File: config.mk
export PLATFORM = sky130hd
export DESIGN_NAME = mem_bus_unit
export DESIGN_NICKNAME = d
export VERILOG_FILES = /design/src/rtl/mem_bus_unit.sv
export SDC_FILE = /design/constraint.sdc
export NUM_CORES = 1
export LEC_CHECK = 0
export CAP_MARGIN = 0
export CORE_MARGIN = 3
export CORE_UTILIZATION = 35
export DETAILED_ROUTE_END_ITERATION = 12
export DONT_BUFFER_PORTS = 1
export PLACE_DENSITY = 0.47
export SLEW_MARGIN = 40
export SYNTH_ARGS = -nofsm -noshare
export SYNTH_HDL_FRONTEND = slang
export SYNTH_SLANG_ARGS = --single-unit
export TNS_END_PERCENT = 1
File: constraint.sdc
create_clock -name Clk -period 4.41 [get_ports Clk]
set_input_delay 0.882 -clock Clk [delete_from_list [all_inputs] [get_ports Clk]]
set_output_delay 0.882 -clock Clk [all_outputs]
set_load 0.03 [all_outputs]
File: src/rtl/mem_bus_unit.sv
`default_nettype none
// ============================================================================
// Module   : mem_bus_unit
// Purpose  : Page-table translation, permission gate and external bus cycles
//            for the CPU control sequencer.
// Revision : 1.0 - initial release
// ============================================================================
module mem_bus_unit #(
   parameter int TIMEOUT = 64,
   parameter int TW      = 7
) (
   input  logic        Clk,
   input  logic        Rst,
   input  logic [15:0] VAddr,
   input  logic [15:0] WData,
   input  logic        MemRRq,
   input  logic        MemWRq,
   input  logic        MemAck,
   input  logic        PLevel,
   output logic [15:0] CurrPTE,
   output logic        MemOK,
   output logic [15:0] RData,
   output logic        MemFault,
   output logic [19:0] BusAddr,
   output logic [15:0] BusWData,
   output logic        BusRd,
   output logic        BusWr,
   input  logic [15:0] BusRData,
   input  logic        BusReady,
   input  logic        PteWe,
   input  logic [3:0]  PteIdx,
   input  logic [15:0] PteData
);

   typedef enum logic [2:0] {
      S_IDLE      = 3'd0,
      S_RD        = 3'd1,
      S_WR        = 3'd2,
      S_DONE      = 3'd3,
      S_WAIT_DROP = 3'd4
   } state_t;

   localparam logic [TW-1:0] C_TIMEOUT = TW'(TIMEOUT);

   state_t        state_q, state_d;
   logic [15:0]   pt_q [16];
   logic [15:0]   pt_d [16];
   logic [TW-1:0] cnt_q, cnt_d, cnt_inc;
   logic          mem_ok_q, mem_ok_d;
   logic [15:0]   rdata_q, rdata_d;
   logic          fault_q, fault_d;
   logic [19:0]   bus_addr_q, bus_addr_d;
   logic [15:0]   bus_wdata_q, bus_wdata_d;
   logic          bus_rd_q, bus_rd_d;
   logic          bus_wr_q, bus_wr_d;

   logic          req, allowed;
   logic [15:0]   curr_pte;

   assign curr_pte = pt_q[VAddr[15:12]];
   assign req      = MemRRq | MemWRq;
   assign cnt_inc  = cnt_q + 1'b1;

   // A simultaneous read and write request is handled as a write.
   assign allowed  = curr_pte[11] &
                     (~PLevel | (MemWRq ? curr_pte[14] : (curr_pte[15] | curr_pte[13])));

   always_comb begin
      state_d     = state_q;
      pt_d        = pt_q;
      cnt_d       = cnt_q;
      mem_ok_d    = mem_ok_q;
      rdata_d     = rdata_q;
      fault_d     = 1'b0;
      bus_addr_d  = bus_addr_q;
      bus_wdata_d = bus_wdata_q;
      bus_rd_d    = bus_rd_q;
      bus_wr_d    = bus_wr_q;

      if (PteWe) begin
         pt_d[PteIdx] = PteData;
      end

      case (state_q)
         S_IDLE: begin
            if (req) begin
               bus_addr_d  = {curr_pte[7:0], VAddr[11:0]};
               bus_wdata_d = WData;
               if (allowed) begin
                  cnt_d = '0;
                  if (MemWRq) begin
                     state_d  = S_WR;
                     bus_wr_d = 1'b1;
                  end else begin
                     state_d  = S_RD;
                     bus_rd_d = 1'b1;
                  end
               end else begin
                  fault_d = 1'b1;
                  state_d = S_WAIT_DROP;
               end
            end
         end
         S_RD, S_WR: begin
            if (BusReady) begin
               bus_rd_d = 1'b0;
               bus_wr_d = 1'b0;
               if (state_q == S_RD) begin
                  rdata_d = BusRData;
               end
               // A request withdrawn mid-transfer discards the result.
               if (req) begin
                  state_d  = S_DONE;
                  mem_ok_d = 1'b1;
               end else begin
                  state_d = S_IDLE;
               end
            end else if (cnt_inc == C_TIMEOUT) begin
               bus_rd_d = 1'b0;
               bus_wr_d = 1'b0;
               fault_d  = 1'b1;
               state_d  = S_WAIT_DROP;
            end else begin
               cnt_d = cnt_inc;
            end
         end
         S_DONE: begin
            if (MemAck || !req) begin
               mem_ok_d = 1'b0;
               state_d  = S_IDLE;
            end
         end
         S_WAIT_DROP: begin
            if (!req) begin
               state_d = S_IDLE;
            end
         end
         default: begin
            state_d = S_IDLE;
         end
      endcase
   end

   always_ff @(posedge Clk) begin
      if (Rst) begin
         state_q     <= S_IDLE;
         for (int i = 0; i < 16; i++) begin
            pt_q[i] <= 16'h1800 | 16'(i);
         end
         cnt_q       <= '0;
         mem_ok_q    <= 1'b0;
         rdata_q     <= '0;
         fault_q     <= 1'b0;
         bus_addr_q  <= '0;
         bus_wdata_q <= '0;
         bus_rd_q    <= 1'b0;
         bus_wr_q    <= 1'b0;
      end else begin
         state_q     <= state_d;
         pt_q        <= pt_d;
         cnt_q       <= cnt_d;
         mem_ok_q    <= mem_ok_d;
         rdata_q     <= rdata_d;
         fault_q     <= fault_d;
         bus_addr_q  <= bus_addr_d;
         bus_wdata_q <= bus_wdata_d;
         bus_rd_q    <= bus_rd_d;
         bus_wr_q    <= bus_wr_d;
      end
   end

   assign CurrPTE  = curr_pte;
   assign MemOK    = mem_ok_q;
   assign RData    = rdata_q;
   assign MemFault = fault_q;
   assign BusAddr  = bus_addr_q;
   assign BusWData = bus_wdata_q;
   assign BusRd    = bus_rd_q;
   assign BusWr    = bus_wr_q;

endmodule
`default_nettype wire

==> impl_summary.md, run 1 <==
GRT
Entering global routing, the biggest net connects between 300 and 400 pins. The global routing usage on met2 is a little under two fifths. In the global route stage, met3 resource usage came out at ~4.6%. The global-route wire length before repair is between 60000 and 70000 microns. The via count of the first global-routing pass is about 11000. For this run, global-route usage on met1 was measured as 27.9%. The number of antenna violations at the first check in global routing was 0. The routing layer with the top usage in global route is met2. Global routing finished with a remaining overflow of 0. For this run, the total global-route usage over all layers was measured as a little over a fifth.

Setup path
The signal on the critical path passes through mux2i_1 -> mux4_2 -> mux2i_1. The most common cell type on the critical path is mux2i_1. The start-to-end type of the worst setup path is in -> out. The top fanout value on the critical path is about 70. The largest stage delay on the critical path is roughly 0.66 ns. The required time of the critical path is between 3 and 4 ns.

Among all stages on the critical path, the largest delay is contributed by mux2i_1. The worst setup path is launched from a primary input. The data arrival at the endpoint of the critical path is 2.19 ns. The capturing element type of the critical path is a primary output.

Synth
For this run, the leading register cell type out of synthesis is dfxtp_1. After synthesis the cells add up to ~14000 sq um. The synthesized flop and latch total is 322. The total number of yosys warnings is 0. The part of the Yosys area used for sequential elements is a little under half.

The netlist uses 50 different library cells. The mean instance size in the synthesized netlist is between 8 and 9 sq um. Of the post-synthesis cell area, the dominant cell type holds between 40 and 50%. The post-synthesis cell count is approximately 1600. The share of async-settable or async-resettable flops after synthesis is 0%. The cell taking the most area after synthesis is dfxtp_1. After synthesis, the cell types taking the most area are dfxtp_1 (47%), nand2_1 (18%), mux4_2 (12%), a21oi_1 (9.4%), nand3b_1 (3.7%).

Counting every net in the synthesized netlist gives 1711. Yosys mapped a number of flops with a built-in enable equal to 0.

Timing
The fmax is between 0.3 and 0.4 GHz. The share of the clock period used by the worst path is 69.8%. The total count of hold-check failures in the final report is 0. The worst path needs 3.08 ns of the cycle, external delays included. The tightest slew margin relative to the limit is about 45%. Setup repair after global routing left no endpoint under its margin. The final max-slew violation count is 0. The final-layout setup total negative slack is 0 ns. The final worst clock skew is between 0.02 and 0.025 ns. Setup violations remaining at the end of the flow were counted as 0.

The slew of the pin with the lowest slew margin is a little over 0.8 ns.

Routing
The DRC violation count after routing is 0. The count of vias placed by the detailed router is between 10000 and 15000. The count of nets left with antenna violations once routing finished came out at 0. The via-per-instance ratio is roughly 5.4. The overall routed net length is ~46000 microns. The initial detailed-routing violation count is between 900 and 1000. The count of TritonRoute iterations in the first routing pass is 5. The post-detailed-route wirelength per cell is 22.1 microns.

Clocking
Post-CTS repair changed the size of 0 cells. In this run the post-CTS setup repair buffer count came out at 0. The number of sinks driven by the clock tree is approximately 320.

No sink is reached through more buffers than the 3 on the longest clock path. The tree is rooted in a clkbuf_16. The hold buffer count at CTS is 0. The clock-pin slew of the registers on the worst-case setup and hold paths is about 0.06 ns. The clock reaches the later pin of the worst-skew pair after approximately 0.53 ns.

The TritonCTS clock tree is built. Clock tree synthesis inserted a total of 38 buffers. The maximum level of the CTS H-tree is 2.

Floorplanning
The starting density of the core is around 36%. Measured along the y axis, the die boundary spans roughly 200 microns. The core area is ~38000 sq um. The floorplan step defined a die boundary enclosing 41600 sq um.

The floorplan has 71 rows. For this design the top-level I/O count stands at ~150. The die outline width is 204 microns.

Layout
The share of post-route cells with drive strength above 1 is between 10% and 20%. The post-layout net count is roughly 1600. The number of fill cells is a little under 4000. 0 antenna diodes ended up in the layout. The relative area change from synthesis to final layout is 11.4%.

The final non-filler cell total is around 2100.

Place
The number of placed instances, taps included is between 2000 and 2500. In this run the tool buffered the top-level ports with 0 buffer cells. The placed wire-length estimate is roughly 27000 microns.

The congestion estimate from routability-driven global placement came to ~0.73.

Hold path
The class of the tightest hold or removal check is in -> reg.

Outcome
The run finished with clean final reports.

Power and ir drop
VDD sags by at most approximately 0.26 mV. In this run the static leakage power is about 5.3 nW. The total power density per cell area is 438 nW/um^2.

Flow run
The number of maximum-capacitance constraint violations is 0.
critical path: cells and delay by family:
| kind | cells | cell delay, ns |
|---|---|---|
| muxes | 3 | 1.27 |
metrics by stage:
step                hold WS [ns]  cell area (sq um)  setup WS, ns  util (%)  power [mW]
finish                     0.450              15300          1.33      40.0        6.70
global route               0.435              15300          1.30      40.0        6.92
CTS                        0.419              15300          1.35      40.0        6.76
detailed placement         0.442              14100          1.35      36.8        3.64
global placement           0.438              14000          1.35      36.7        3.62
floorplan                  0.432              13700         0.545         -        3.61
report_power, final:
part	internal (mW)	switching (mW)
clock	1.89	1.23
combinational	0.172	0.250
sequential	3.00	0.153
area by class of cell:
class	count	area (sq um)	share of cell area [%]
clock inverter	9	126	0.826
clock buffer	55	1100	7.17
multi-input combinational	1171	6800	44.4
inverter	3	11.3	0.0736
timing repair buffer	23	180	1.18
sequential	322	6450	42.1
tap	511	639	4.18
flip-flops by register name, summed over array words and instances (netlist names):
name / flops
BusRd: 1
cnt_q: 7
BusWData: 16
MemOK: 1
RData: 16
MemFault: 1
BusWr: 1
state_q: 3
pt_q: 256
BusAddr: 20
Yosys cell counts (4+ instances only):
master / instances
a21oi_1: 257
a22oi_1: 4
and3_1: 5
buf_1: 17
buf_2: 9
clkbuf_1: 109
dfxtp_1: 322
mux2i_1: 15
mux4_2: 72
nand2_1: 641
nand3_1: 9
nand3b_1: 67
nor2_1: 27
nor2b_1: 5
nor3_1: 15
o21ai_0: 5
or3_1: 4
routing by layer:
metal / routed length, microns / vias to the layer above / part of all wire, %
met5: 0 / - / 0
met4: 1170 / 0 / 2.5
met3: 3390 / 72 / 7.3
met2: 22000 / 333 / 48
met1: 19700 / 5443 / 43
li1: - / 5357 / -
cell families (layout without fill, tap and decap cells):
kind of cell             count (synthesis)  count (layout)  synth area share, %
adder cells (fa/ha/maj)                  1               1               0.0911
AO/OA/AOI/OAI                          288             288                 11.2
flip-flops                             322             322                 47.0
multiplexers                            89              89                 13.1
AND/OR/NAND/NOR                        792             792                 24.5
buffers and inverters                  141              90                 4.10
XOR/XNOR                                 1               1               0.0638
placed cells by master (no fill, tap or decap), drive strengths merged, types with 5 or more instances in the layout:
cell type    n
a21oi      258
and3         5
buf         23
clkbuf      55
dfxtp      322
mux2i       15
mux4        72
nand2      641
nand3        9
nand3b      67
nor2        27
nor2b        5
nor3        15
o21ai        6
worst paths after layout:
kind         startpoint           to  slack, ns  cells past startpoint
min                 Rst   state_q[2]       0.45                      1
max           VAddr[12]  CurrPTE[15]       1.33                      3
min reg2reg   pt_q[159]    pt_q[159]       0.45                      2
max reg2reg  state_q[1]     cnt_q[2]       2.01                      6
(Power assumes the default switching activity.)
==> run 2, diff against run 1 <==
ABC_AREA = 1   (was not set)
clock period = 3.05 ns   (was 4.41 ns; I/O delays follow)
==> run 2 against run 1 <==
Core utilization down 0.34 points. Global-route usage down 0.34 points. Synthesized cell count up 21%. Design area up 0.54%. Clock-buffer cell count up 2. Die area up 0.40%. First-iteration DRC count up 4.5%. Clock power up 42%. Sequential cell count unchanged. Combinational power rose to 2.8 times the previous value. Setup slack worse by 0.95 ns. Critical endpoint is now CurrPTE[5]. Largest cell class is now registers. Largest power group unchanged.
==> impl_summary.md, run 2 <==
Layout
The post-layout net count is 1971 (+20%). The final design utilization is 39.7% (-0.34 points). The number of fill cells is 4077 (+5.5%). The area occupied by multi-input gates is 6320 sq um (-7.0%).

The final design instance area without fill is 15400 sq um (+0.54%). The register with the most flip-flops is pt_q. The share of post-route cells with drive strength above 1 was 6.51% (-4.8 points).

In the layout the commonest cells are nor2_1 (497), o21ai_0 (326), dfxtp_1 (322). The relative area change from synthesis to final layout is 11.6%. The final non-filler cell total is 2437 (+16%). The flip-flop count of the largest register after layout is 256 (unchanged). Leaving out fill and tap cells, the most frequent cell in the layout is nor2_1. The total inserted antenna cells is 0 (unchanged).

The area taken by flip-flops and latches is 6450 sq um (unchanged).

Routing
The post-detailed-route wirelength per cell is 19.0 microns (-14%). The count of vias placed by the detailed router is 12800 (+14%). The via-per-instance ratio was 5.23 (-2.2%). The DRC violation count after routing is 0 (unchanged). The count of TritonRoute iterations in the first routing pass came to 5 (unchanged). The initial detailed-routing violation count was 1029 (+4.5%). The remaining antenna violation count is 0 (unchanged). The overall routed net length is 46300 microns (about the same).

Floorplanning
The starting density of the core was 35.6% (-0.35 points). The die outline width is 204 microns (+0.20%). The core area is 38700 sq um (+1.4%). The number of top-level pins is 148 (unchanged).

The area enclosed by the die boundary was 41800 sq um (+0.40%). The floorplan die height is 204 microns (+0.20%). The cell row count is 72 (+1.4%).

Timing
For the finished layout, the period the worst path requires is between 2 and 3 ns. The total setup violations reported at the end of the flow is 0 (unchanged). The slew of the pin with the lowest slew margin is 0.744 ns (-0.0618 ns). Setup repair after global routing left no endpoint under its margin. The total count of hold-check failures in the final report is 0 (unchanged). The final worst clock skew is 0.00922 ns (-0.0127 ns).

The tightest slew margin relative to the limit is 50.1% (+5.4 points). The fmax is 0.375 GHz. The final max-slew violation count was 0 (unchanged). The worst-case hold slack came to 0.156 ns (-0.294 ns). The final-layout setup total negative slack is 0 ns (unchanged). Dividing the final minimum period by the clock period gives between 80 and 90%.

GRT
The number of antenna violations at the first check in global routing is 0 (unchanged). The global-route track usage on met1 is 30.8% (+2.9 points). The maximum number of pins on one net before global-route repair is 140 (-57%). The global routing usage on met2 is 33.3% (-4.3 points). The global-route wire length before repair is 70600 microns (+2.4%). The met3 routing resource usage after global routing came to 4.03% (-0.56 points).

The total global routing overflow came to 0 (unchanged). The via count of the first global-routing pass is 11800 (+9.9%). The combined global-route utilization of all metal layers is 21.5% (-0.34 points). met2 is the most crowded layer.

Place
The number of placed instances, taps included is 2373 (+17%). The final weighted congestion in routability-driven placement is 0.822 (+12%). The placed wire-length estimate is 27900 microns (+5.0%). The count of input and output buffers is 0 (unchanged). The area after detailed placement is 14200 sq um (+0.77%).

Synth
The combinational family with the most area after synthesis is simple AND/OR/NAND/NOR gates. The fraction of the mapped netlist area in simple logic gates came to 26.1% (+1.6 points). The total number of yosys warnings came to 0 (unchanged). The post-synthesis compound-gate area fraction is 19.4% (+8.1 points). By area the synthesized netlist is led by dfxtp_1 (47%), nor2_1 (14%), o21ai_0 (12%), nand2_1 (6.6%), nand3_1 (5.2%). The most numerous cell in the Yosys netlist is nor2_1. The area share of the leading cell type in the synthesized netlist came to 46.8% (-0.19 points). The post-synthesis cell count is 1969 (+21%). The share of async-settable or async-resettable flops after synthesis was 0% (unchanged).

The post-synthesis share of cell area spent on xor and xnor gates was 0.254% (+0.19 points). The synthesized flop and latch total was 322 (unchanged). The net count after synthesis is 2046 (+20%).

The part of the Yosys area used for sequential elements is 46.8% (-0.19 points). The cell taking the most area after synthesis is dfxtp_1. The distinct cell type count after synthesis is 34 (-32%). By count the netlist is led by nor2_1 (497), o21ai_0 (326), dfxtp_1 (322). The post-synth design cell area is 13800 sq um (+0.41%).

The fraction of synthesized area in multiplexers is 0% (-13 points). The mean instance size in the synthesized netlist is 7.00 sq um (-17%). The adder and majority gate portion of the synthesized area was 0.0908% (-0.00037 points). The most common flop cell mapped by yosys is dfxtp_1.

The number of flops mapped to enable cells by yosys came to 0 (unchanged).

Power and ir drop
The highest ir drop seen on vdd is 0.396 mV (+52%). The leakage component of the power was 6.53 nW (+23%). The total power density per cell area is 684 nW/um^2 (+56%).

Setup path
The critical path goes through clkinv_2 -> buf_12 -> o21ai_0 -> o221ai_1 -> o211ai_1 -> nand2_1. The slowest stage of the critical path belongs to the cell nand2_1. The worst reg2reg path startpoint is cnt_q[1]. The required time of the critical path is 2.44 ns (-1.09 ns).

The worst setup path is launched from a primary input. The buffers plus inverters on the worst setup path is 2 (+2). The critical path starts at VAddr[12]. The capturing element type of the critical path is a primary output.

The critical path is of the in -> out type. The kind of cell with the highest combined delay along the critical path is compound AO/OA/AOI/OAI gates. The top fanout value on the critical path came to 139 (+100%).

The largest stage delay on the critical path is 0.34 ns (-0.32 ns). The data arrival at the endpoint of the critical path is 2.06 ns (-0.13 ns).

Clocking
The hold buffer count at CTS came to 0 (unchanged). The total CTS buffers is 37 (-2.6%). The count of cells resized by post-cts repair is 0 (unchanged).

The number of buffers on the longest clock path was 3 (unchanged). CTS placed an instance of clkbuf_16 at the clock tree root. The number of buffers inserted to repair setup after CTS is 0 (unchanged). The TritonCTS clock tree is built.

The number of sinks driven by the clock tree is 322 (unchanged). The clock latency on the worst-skew pair is 0.52 ns (about the same). The maximum level of the CTS H-tree is 2 (unchanged). The clock-pin slew of the registers on the worst-case setup and hold paths is 0.06 ns (about the same).

Hold path
The class of the tightest hold or removal check is in -> reg. The start point of the worst hold path is Rst.

Outcome
The run finished with clean final reports.

Flow run
The number of maximum-capacitance constraint violations came to 0 (unchanged).
-- run 2: path summary, 6_finish.rpt --
check / end / slack (ns) / cells after the start
worst max-delay path: CurrPTE[5] / 0.38 / 6
worst min-delay path: BusWData[15] / 0.16 / 1
worst max register to register: state_q[1] / 1.08 / 14
worst min register to register: pt_q[95] / 0.45 / 2
-- run 2: logic make-up (layout without fill, tap and decap cells) --
family | Yosys count | after routing
buffers and inverters | 258 | 208
AO/OA/AOI/OAI | 487 | 487
AND/OR/NAND/NOR | 897 | 897
adder cells (fa/ha/maj) | 1 | 1
flip-flops | 322 | 322
XOR/XNOR | 4 | 4
-- run 2: power breakdown --
| part | internal [mW] | switching, mW | leakage [nW] | total (mW) |
|---|---|---|---|---|
| logic | 0.378 | 0.811 | 3.32 | 1.19 |
| clock network | 2.66 | 1.76 | 0.593 | 4.42 |
| registers | 4.45 | 0.455 | 2.62 | 4.90 |
| total | 7.49 | 3.02 | 6.53 | 10.5 |
-- run 2: per-stage QoR --
step           power [mW]  setup slack, ns
4_1_cts              10.6            0.477
6_report             10.5            0.383
2_1_floorplan        5.93            0.452
5_1_grt              11.0            0.383
3_3_place_gp         6.18            0.482
3_5_place_dp         6.19            0.476
-- run 2: metal layers --
| layer | routed length (microns) | up-vias |
|---|---|---|
| met3 | 2980 | 67 |
| li1 | - | 6320 |
| met5 | 0 | - |
| met2 | 20200 | 356 |
| met1 | 22000 | 6008 |
| met4 | 1110 | 0 |
-- run 2: final cells by class --
type	count	share of cell area (%)
clock buffer	57	7.22
clock inverter	7	0.553
inverter	99	2.46
multi-input combinational	1389	41.1
sequential	322	41.9
tap	518	4.21
timing repair buffer	45	2.52
==> run 3, diff against run 2 <==
ABC_AREA = not set   (was 1)
==> run 3 against run 2 <==
Clock power barely moved. First-iteration DRC count rose by 8.9%. Sequential share of layout area rose by 0.14 points. Global-route usage fell by 0.19 points. Sequential cell count did not move. Total power fell by 8.7%. Via count fell by 12%. Largest power group unchanged. Non-clock buffer count fell by 11.
==> impl_summary.md, run 3 (synthesis gave the netlist of run 1 again) <==
Timing
The final critical-path required period is 2.66 ns (-0.00456 ns). The final worst clock skew is 0.0114 ns (+0.00216 ns). The fmax was 0.376 GHz (+0.17%). The slew of the pin with the lowest slew margin is 0.703 ns (-0.0412 ns).

The total count of hold-check failures in the final report came to 0 (unchanged). The tightest slew margin relative to the limit came to 52.8% (+2.7 points). Setup repair after global routing left no endpoint under its margin. The share of the clock period used by the worst path came to 87.3% (-0.15 points).

The final critical-path setup slack is 0.388 ns (+0.00455 ns). The final max-slew violation count was 0 (unchanged). The worst-case hold slack was 0.221 ns (+0.0645 ns). The total setup violations reported at the end of the flow is 0 (unchanged).

Floorplanning
The floorplan die height is 204 microns (-0.20%). The area enclosed by the die boundary was 41600 sq um (-0.40%). The starting density of the core is 35.9% (+0.35 points). The core area is 38200 sq um (-1.4%). The number of top-level pins is 148 (unchanged). The die outline width is 204 microns (-0.20%).

The cell row count is 71 (-1.4%).

Place
The number of placed instances, taps included was 2041 (-14%). The final weighted congestion in routability-driven placement is 0.793 (-3.5%). The count of input and output buffers was 0 (unchanged). The placed wire-length estimate is 25800 microns (-7.6%). The placement-stage worst setup slack is 0.359 ns (-0.117 ns).

Routing
The overall routed net length came to 45700 microns (-1.4%). The via-per-instance ratio was 5.34 (+2.0%). The DRC violation count after routing came to 0 (unchanged). The count of vias placed by the detailed router is 11200 (-12%). The remaining antenna violation count is 0 (unchanged). The count of TritonRoute iterations in the first routing pass came to 5 (unchanged).

The initial detailed-routing violation count came to 1121 (+8.9%). The post-detailed-route wirelength per cell is 21.7 microns (+14%).

Setup path
The type of origin of the critical path is a register. The worst reg-to-reg setup slack is 0.67 ns (-0.41 ns). The endpoint of the most critical setup path is CurrPTE[11].

The first element of the critical path is pt_q[139]. The capturing element type of the critical path is a primary output. The logic depth of the worst register-to-register path was 6 (-8). The top fanout value on the critical path is 5 (-96%). The data arrival at the endpoint of the critical path is 2.05 ns (about the same). The required time of the critical path is 2.44 ns (about the same). The endpoint identified for the worst register-to-register timing path is state_q[2]. The worst reg2reg path startpoint is pt_q[141]. The start-to-end type of the worst setup path is reg -> out.

Clocking
The clock latency on the worst-skew pair came to 0.51 ns (about the same). The number of buffers on the longest clock path was 3 (unchanged). The TritonCTS clock tree is built.

The hold buffer count at CTS is 0 (unchanged). The cell chosen for the clock root is clkbuf_16. The count of cells resized by post-cts repair is 0 (unchanged).

The number of sinks driven by the clock tree was 322 (unchanged). The clock-pin slew of the registers on the worst-case setup and hold paths is 0.06 ns (about the same). The total CTS buffers is 36 (-2.7%). The number of buffers inserted to repair setup after CTS came to 0 (unchanged). The maximum level of the CTS H-tree is 2 (unchanged).

GRT
The number of antenna violations at the first check in global routing is 0 (unchanged). The global-route wire length before repair was 67700 microns (-4.1%). The via count of the first global-routing pass is 10700 (-9.3%). The combined global-route utilization of all metal layers is 21.3% (-0.19 points). The maximum number of pins on one net before global-route repair was 324 (+130%). The total global routing overflow was 0 (unchanged).

Power and ir drop
The highest ir drop seen on vdd came to 0.296 mV (-25%). The total power density per cell area was 626 nW/um^2 (-8.4%). The leakage component of the power is 5.34 nW (-18%).

Layout
The total inserted antenna cells came to 0 (unchanged). The final design utilization is 40.1% (+0.43 points). The share of post-route cells with drive strength above 1 is 11.7% (+5.2 points). The post-layout net count is 1645 (-17%).

pt_q holds more flip-flops than any other register. The relative area change from synthesis to final layout is 11.6% (about the same). Leaving out fill and tap cells, the most frequent cell in the layout is nand2_1. The flip-flop count of the largest register after layout is 256 (unchanged). The top cell types in the final layout, fill and taps aside, are nand2_1 (635), dfxtp_1 (322), a21oi_1 (257). The final non-filler cell total is 2104 (-14%).

Hold path
The path class of the tightest hold or removal check is in -> reg. The number of instances on the worst hold path is 1 (unchanged).

Outcome
The run finished with clean final reports.

Flow run
The number of maximum-capacitance constraint violations is 0 (unchanged).
==> run 3: cell count changes in the layout (fill, tap and decap cells not counted), moves of 37 or more <==
cell,delta
nand3_1,-133
nand2_1,+393
nor2_1,-471
nand3b_1,+67
inv_1,-75
mux4_2,+72
o21ai_0,-321
a21oi_1,+182
o221ai_1,-37
==> run 3: how the worst min path moves through the flow <==
stage,from,end
after floorplan,pt_q[160],pt_q[160]
after global placement,pt_q[122],pt_q[122]
after detailed placement,pt_q[78],pt_q[78]
after CTS,Rst,BusWData[3]
after global routing,Rst,state_q[0]
final,Rst,state_q[2]
==> run 3: metal layers <==
layer	track usage [%]	vias to the layer above	part of all wire (%)
met2	36.4	345	48
met5	0	-	0
li1	-	5370	-
met3	4.55	77	7.0
met4	5.65	0	2.4
met1	27.4	5438	42
==> run 3: worst max-delay path, stage by stage (launching register included) <==
cell     delay (ns)
dfxtp_1        0.31
mux4_2         0.45
mux2_2         0.31
nand2_1        0.08
o21a_1         0.20
inv_1          0.19
==> run 3: metrics by stage <==
step / area, sq um / total power [mW] / TNS (ns)
global placement: 14100 / 5.24 / 0
CTS: 15300 / 9.70 / 0
global route: 15300 / 9.93 / 0
finish: 15300 / 9.60 / 0
detailed placement: 14100 / 5.26 / 0
floorplan: 13700 / 5.23 / -0.126
==> run 3: layout make-up <==
| type | count | area [sq um] |
|---|---|---|
| well taps | 511 | 639 |
| clock buffers | 51 | 1070 |
| clock inverters | 12 | 140 |
| fillers | 3814 | 22900 |
| repair buffers | 34 | 255 |
| inverters | 3 | 11.3 |
| flip-flops and latches | 322 | 6450 |
| multi-input cells | 1171 | 6770 |
==> run 3: power breakdown <==
part	switching, mW	internal (mW)
sequential	0.221	4.33
clock	1.75	2.69
combinational	0.359	0.248
total	2.33	7.27
